==> src/rtl/reduce_gate_pipe.sv <==
// Pipelined WIDTH-input AND/OR/XOR/NAND reduction tree, one register stage per tree level.
// Define REDUCE_GATE_COUNT_EN to add the saturating ones_count output.
module reduce_gate_pipe #(
  parameter int WIDTH = 4
) (
  input  logic             clk,
  input  logic             reset,
  input  logic [WIDTH-1:0] in_data,
  input  logic [1:0]       in_mode,
  input  logic             in_valid,
  output logic             in_ready,
  output logic             out_f,
  output logic             out_valid,
  input  logic             out_ready
`ifdef REDUCE_GATE_COUNT_EN
  ,
  output logic [15:0]      ones_count
`endif
);

  localparam int LEVELS = (WIDTH < 2) ? 1 : $clog2(WIDTH);
  localparam int NL     = 1 << (LEVELS - 1);
  localparam int NLEAF  = 2 * NL;

  localparam logic [1:0] MODE_AND  = 2'b00;
  localparam logic [1:0] MODE_OR   = 2'b01;
  localparam logic [1:0] MODE_XOR  = 2'b10;
  localparam logic [1:0] MODE_NAND = 2'b11;

  function automatic logic base_op(input logic [1:0] mode, input logic a, input logic b);
    case (mode)
      MODE_OR:  return a | b;
      MODE_XOR: return a ^ b;
      default:  return a & b;
    endcase
  endfunction

  function automatic logic pad_bit(input logic [1:0] mode);
    return (mode == MODE_AND) || (mode == MODE_NAND);
  endfunction

  logic [NLEAF-1:0]      leaf_w;
  logic [NLEAF-2:0]      node_q, node_d;
  logic [2*NLEAF-2:0]    all_w;
  logic [LEVELS-1:0]     vld_q;
  logic [LEVELS:0]       vld_all;
  logic [LEVELS-1:0][1:0] mode_q;
  logic [LEVELS:0][1:0]  mode_all;
  logic                  stall_w;

  // Stage s occupies node_q[NLEAF-2*(NL>>s) +: NL>>s]; leaves sit below node_q in all_w,
  // so each stage reads its children from one uniform heap-style index.
  always_comb begin
    leaf_w = {NLEAF{pad_bit(in_mode)}};
    leaf_w[WIDTH-1:0] = in_data;
  end

  assign all_w    = {node_q, leaf_w};
  assign vld_all  = {vld_q, in_valid};
  assign mode_all = {mode_q, in_mode};

  always_comb begin
    node_d = '0;
    for (int s = 0; s < LEVELS; s++) begin
      for (int i = 0; i < (NL >> s); i++) begin
        node_d[NLEAF - 2*(NL >> s) + i] =
          base_op(mode_all[s], all_w[2*NLEAF - 4*(NL >> s) + 2*i],
                  all_w[2*NLEAF - 4*(NL >> s) + 2*i + 1]);
      end
    end
  end

  assign stall_w   = vld_all[LEVELS] && !out_ready;
  assign in_ready  = !stall_w;
  assign out_valid = vld_all[LEVELS];
  // Gating with valid keeps out_f at 0 out of reset without resetting the datapath.
  assign out_f     = vld_all[LEVELS] & (all_w[2*NLEAF-2] ^ (mode_all[LEVELS] == MODE_NAND));

  always_ff @(posedge clk or posedge reset) begin
    if (reset) begin
      vld_q <= '0;
    end else if (!stall_w) begin
      vld_q <= vld_all[LEVELS-1:0];
    end
  end

  always_ff @(posedge clk) begin
    if (!stall_w) begin
      node_q <= node_d;
      mode_q <= mode_all[LEVELS-1:0];
    end
  end

`ifdef REDUCE_GATE_COUNT_EN
  logic [15:0] cnt_q, cnt_d;

  always_comb begin
    cnt_d = cnt_q;
    if (out_valid && out_ready && out_f && (cnt_q != 16'hFFFF)) begin
      cnt_d = cnt_q + 16'd1;
    end
  end

  always_ff @(posedge clk or posedge reset) begin
    if (reset) begin
      cnt_q <= '0;
    end else begin
      cnt_q <= cnt_d;
    end
  end

  assign ones_count = cnt_q;
`endif

endmodule

==> config.mk <==
export PLATFORM = sky130hd
export DESIGN_NAME = reduce_gate_pipe
export DESIGN_NICKNAME = d
export VERILOG_FILES = /design/src/rtl/reduce_gate_pipe.sv
export SDC_FILE = /design/constraint.sdc
export NUM_CORES = 1
export LEC_CHECK = 0
export CORE_AREA = 5 5 42 44
export CTS_BUF_LIST = sky130_fd_sc_hd__clkbuf_4
export CTS_CLUSTER_DIAMETER = 120
export CTS_CLUSTER_SIZE = 28
export DETAILED_ROUTE_END_ITERATION = 8
export DIE_AREA = 0 0 47 49
export DONT_BUFFER_PORTS = 1
export HOLD_SLACK_MARGIN = 0.06
export PLACE_DENSITY_LB_ADDON = 0.25
export SKIP_LAST_GASP = 1
export SLEW_MARGIN = 15
export SYNTH_ARGS = -nofsm -noshare
export SYNTH_HDL_FRONTEND = slang
export SYNTH_SLANG_ARGS = --single-unit
export TNS_END_PERCENT = 10
==> constraint.sdc <==
create_clock -name clk -period 1.04 [get_ports clk]
set_input_delay 0.104 -clock clk [delete_from_list [all_inputs] [get_ports clk]]
set_output_delay 0.104 -clock clk [all_outputs]
set_load 0.01 [all_outputs]
# After elaboration in Yosys (flattened, before gate mapping)
# Cells that the tools add are included.
[word_totals]
ff_bits = 9
input_bits = 10
out_inout_bits = 3
elab_cells = 26
[op_classes]
eq_ne = 5
muxes = 3
bitwise = 11
reduce_logical = 3
[ops]
columns = ["cell", "n"]
rows = [
  ["$eq 2x2->1 const B", 3],
  ["$pmux 1 s2", 3],
  ["$and 1x1->1", 4],
  ["$eq 2x1->1 const B", 2],
  ["$xor 1x1->1", 4],
  ["$or 1x1->1", 3],
  ["$logic_not 1->1", 2],
  ["$logic_and 1x1->1", 1],
]

# Logic depth before layout (Yosys ltp)
[logic_depth]
word_depth = 3
depth_mapped = 4
mapped_depth_nobuf = 4

# Worst setup path before layout
# No wires, ideal clock.
[synth_path]
path_type = "flip-flop to flip-flop"
startpoint = "reg mode_q (netlist bit mode_all[3])"
endpoint = "reg node_q[2], data pin"
setup_time_ns = 0.260
t_arrival_ns = 0.820
required_time_ns = 0.780
slack_ns = -0.040
stages_incl_launch_ff = 4
path_buffers = 0
period_less_slack_ns = 1.080
cell_sequence = "edfxtp_1 -> ha_1 -> nor2b_1 -> a31oi_1"
[synth_between]
elab_chain_len = 2
elab_cells_between_ends = 3
cone_classes = "eq/ne: 2; mux: 1"
[synth_lines]
columns = ["element", "line_no", "text"]
rows = [
  ["start: declaration", "47", "logic [LEVELS-1:0][1:0] mode_q;"],
  ["start signal: assignment", "90", "mode_q <= mode_all[LEVELS-1:0];"],
  ["$eq 2x2->1 / $eq 2x1->1 (equally long branches)", "31", "case (mode)"],
  ["$pmux 1 s2 (*)", "31", ""],
  ["net node_d[2]", "43", "logic [NLEAF-2:0] node_q, node_d;"],
  ["end signal: assignment", "89", "node_q <= node_d;"],
  ["end: declaration", "43", ""],
]
# Mark *: on every way through the listed nets, which the timed path passes. The rest lies on a longest branch.
# A chain may end at the register's enable or synchronous reset.

# Worst setup path after layout
# Same ends and word-level chain as after synthesis.

==> metrics.cfg <==
[global_routing]
antenna_found_initial = 0
grt_usage_pct = 7.56
globalRouteOverflowTotal = 0
grt_max_degree = 8
grt_pass1_vias = 349
grt_first_pass_wirelength_um = 1200

[routing]
drt-initial-drc-count = 1
via_per_inst = 4.58
antenna_left = 0
drcViolationCount = 0
vias = 357
routed_wl_um = 764
wl_per_cell_um = 9.79
drt_first_pass_iters = 3

[finish]
fill_cells = 145
nets = 83
area_delta_synth_final_pct = 21.8
multi_input_area_um2 = 255
final_layout_size_suffix_gt1_share_pct = 17.7
num_antenna_cells = 0
seqCellArea_um2 = 260

[setup_path]
cp_data_arrival_time_ps = 1240
cp-end-kind = register
timing.critical_path.from_type = register
required_ps = 1140
crit_fanout = 2
path_class = register to register

[power_and_ir_drop]
p_leak_uw = 0.000349
finalPower_uw = 946
power_density_nw_per_um2 = 1380
ir_drop_v = 0.000609

[logic_synthesis]
syn_avg_cell_area_um2 = 11.2
ys_seq_area_share_pct = 46.3
synth_seq_cells = 9
ys_types = 14
syn_area_um2 = 562
synth_nets = 70
syn_inst = 50
yosysWarnings = 0

[timing]
maxSlewViolCount = 0
period_needed_ps = 1130
tightestPinTransition_ps = 153
layout_setup_ws_ps = -94.5
max_freq_mhz = 881
finalSetupViolations = 2
rsz0062_at_grt = true
slew_headroom_pct = 89.7
finalHoldViolations = 0
whs_ps = 130
finClkSkew_ps = 3.74
timing.final.crit_share_pct = 109

[clock_tree]
cts_tree = built
clock_latency_ps = 250
cts-root-buf = clkbuf_4
cts.path.max_buffers = 2
htree_levels = 1
clk_pin_slew_ps = 60
cts.sinks = 9
cts_buffers = 3

[hold_path]
hp-class = input pin to register

[outcome]
violations = setup timing
status = finished with violations

[floorplan]
io_pins = 13
die_y_um = 49
fp-row-count = 14
initial_core_util_pct = 40.1
core_area_um2 = 1400
die_w_um = 47
die_area_um2 = 2300

[flow_run]
maxCapViolations = 0

[place]
place_congestion = 0.588
io_buffer_count = 0
hpwlAfterDp_um = 619

[metrics by stage]
step | instance area, um^2 | util [%] | setup WS [ps] | instances | setup TNS (ps)
final | 684 | 48.8 | -94.5 | 78 | -185
after global routing | 684 | 48.8 | -143 | 78 | -303
after CTS | 674 | 48.1 | -102 | 77 | -193
after detailed placement | 604 | 43.1 | -77.5 | 69 | -77.5
after global placement | 604 | 43.1 | -66.6 | 69 | -66.6
after floorplan | 562 | - | -40.2 | 50 | -40.2
[area by class of cell]
| type | count | share of cell area [%] |
|---|---|---|
| Clock buffer | 4 | 4.39 |
| Sequential cell | 9 | 38.0 |
| Tap cell | 16 | 2.93 |
| Inverter | 13 | 7.13 |
| Timing Repair Buffer | 8 | 10.2 |
| Multi-Input combinational cell | 28 | 37.3 |
[Yosys cell counts]
master,count,area [um^2]
a31oi_1,3,18.8
or2b_1,1,7.51
nand2b_1,3,18.8
nand2b_4,1,13.8
mux2_4,1,15.0
ha_1,10,125
a21boi_0,1,7.51
nor2b_1,3,18.8
inv_1,13,48.8
o21a_1,1,7.51
nand2_1,3,11.3
dfrtp_1,2,50.1
edfxtp_1,7,210
and3b_1,1,8.76
[what timing repair did]
action                     CTS  global route
setup endpoints to repair    2             3
resized for setup            0             1
setup buffers                0             1
gates cloned                 0             0
pin swaps                    0             2
hold endpoints to repair     5             0
hold buffers                 4             0
[worst paths after layout]
| path | from | to | slack, ps | depth (start not counted) |
|---|---|---|---|---|
| setup / recovery | mode_all[3] | node_q[2] | -90 | 3 |
| hold / removal | out_ready | mode_all[4] | 130 | 1 |
| setup reg to reg | mode_all[3] | node_q[2] | -90 | 3 |
| min in group asynchronous | reset | vld_q[0] | 140 | 2 |
| hold reg to reg | vld_q[0] | vld_q[1] | 470 | 1 |
| max in group asynchronous | reset | vld_q[1] | 790 | 2 |
[sequential cells by signal (all words and copies together), names as in the netlist]
name and flops:
mode_all 4, node_q 3, vld_q 2
[placed cells by master, fill, tap and decap left out]
cell and count:
edfxtp_1 7, clkbuf_4 4, nor2b_1 2, ha_1 10, buf_4 4, nand2_1 3
a31oi_1 3, inv_1 13, o21a_1 1, and3b_1 1, mux2_4 1, dfrtp_1 2
a21boi_0 1, dlygate4sd3_1 4, nand2b_4 1, nor2b_2 1, nand2b_1 3, or2b_1 1
[power by group]
part / leakage, uW / total [uW] / switching (uW) / internal (uW)
Sequential: 0.0000936 / 471 / 23.2 / 447
Combinational: 0.000237 / 189 / 84.2 / 105
Clock: 0.0000184 / 287 / 113 / 173
Total: 0.000349 / 946 / 221 / 726
[worst max-delay path, stage by stage, from the launching register on]
cell	delay, ps
edfxtp_1	400
ha_1	320
nor2b_2	150
a31oi_1	120
[logic make-up after synthesis]
family | share of synthesized area [%]
AOI/OAI and AO/OA | 6.01
and+or+nand+nor | 14.0
muxes | 2.67
buffers and inverters | 8.69
adders and majority gates | 22.3
DFF | 46.3
[routing by layer]
layer,track usage (%),up-vias,routed length (um)
li1,-,183,-
met1,5.94,164,243
met2,12.9,8,454
met3,2.95,2,52
met4,6.91,0,13
met5,0,-,0
No activity file was read; power rests on OpenSTA's default activity.
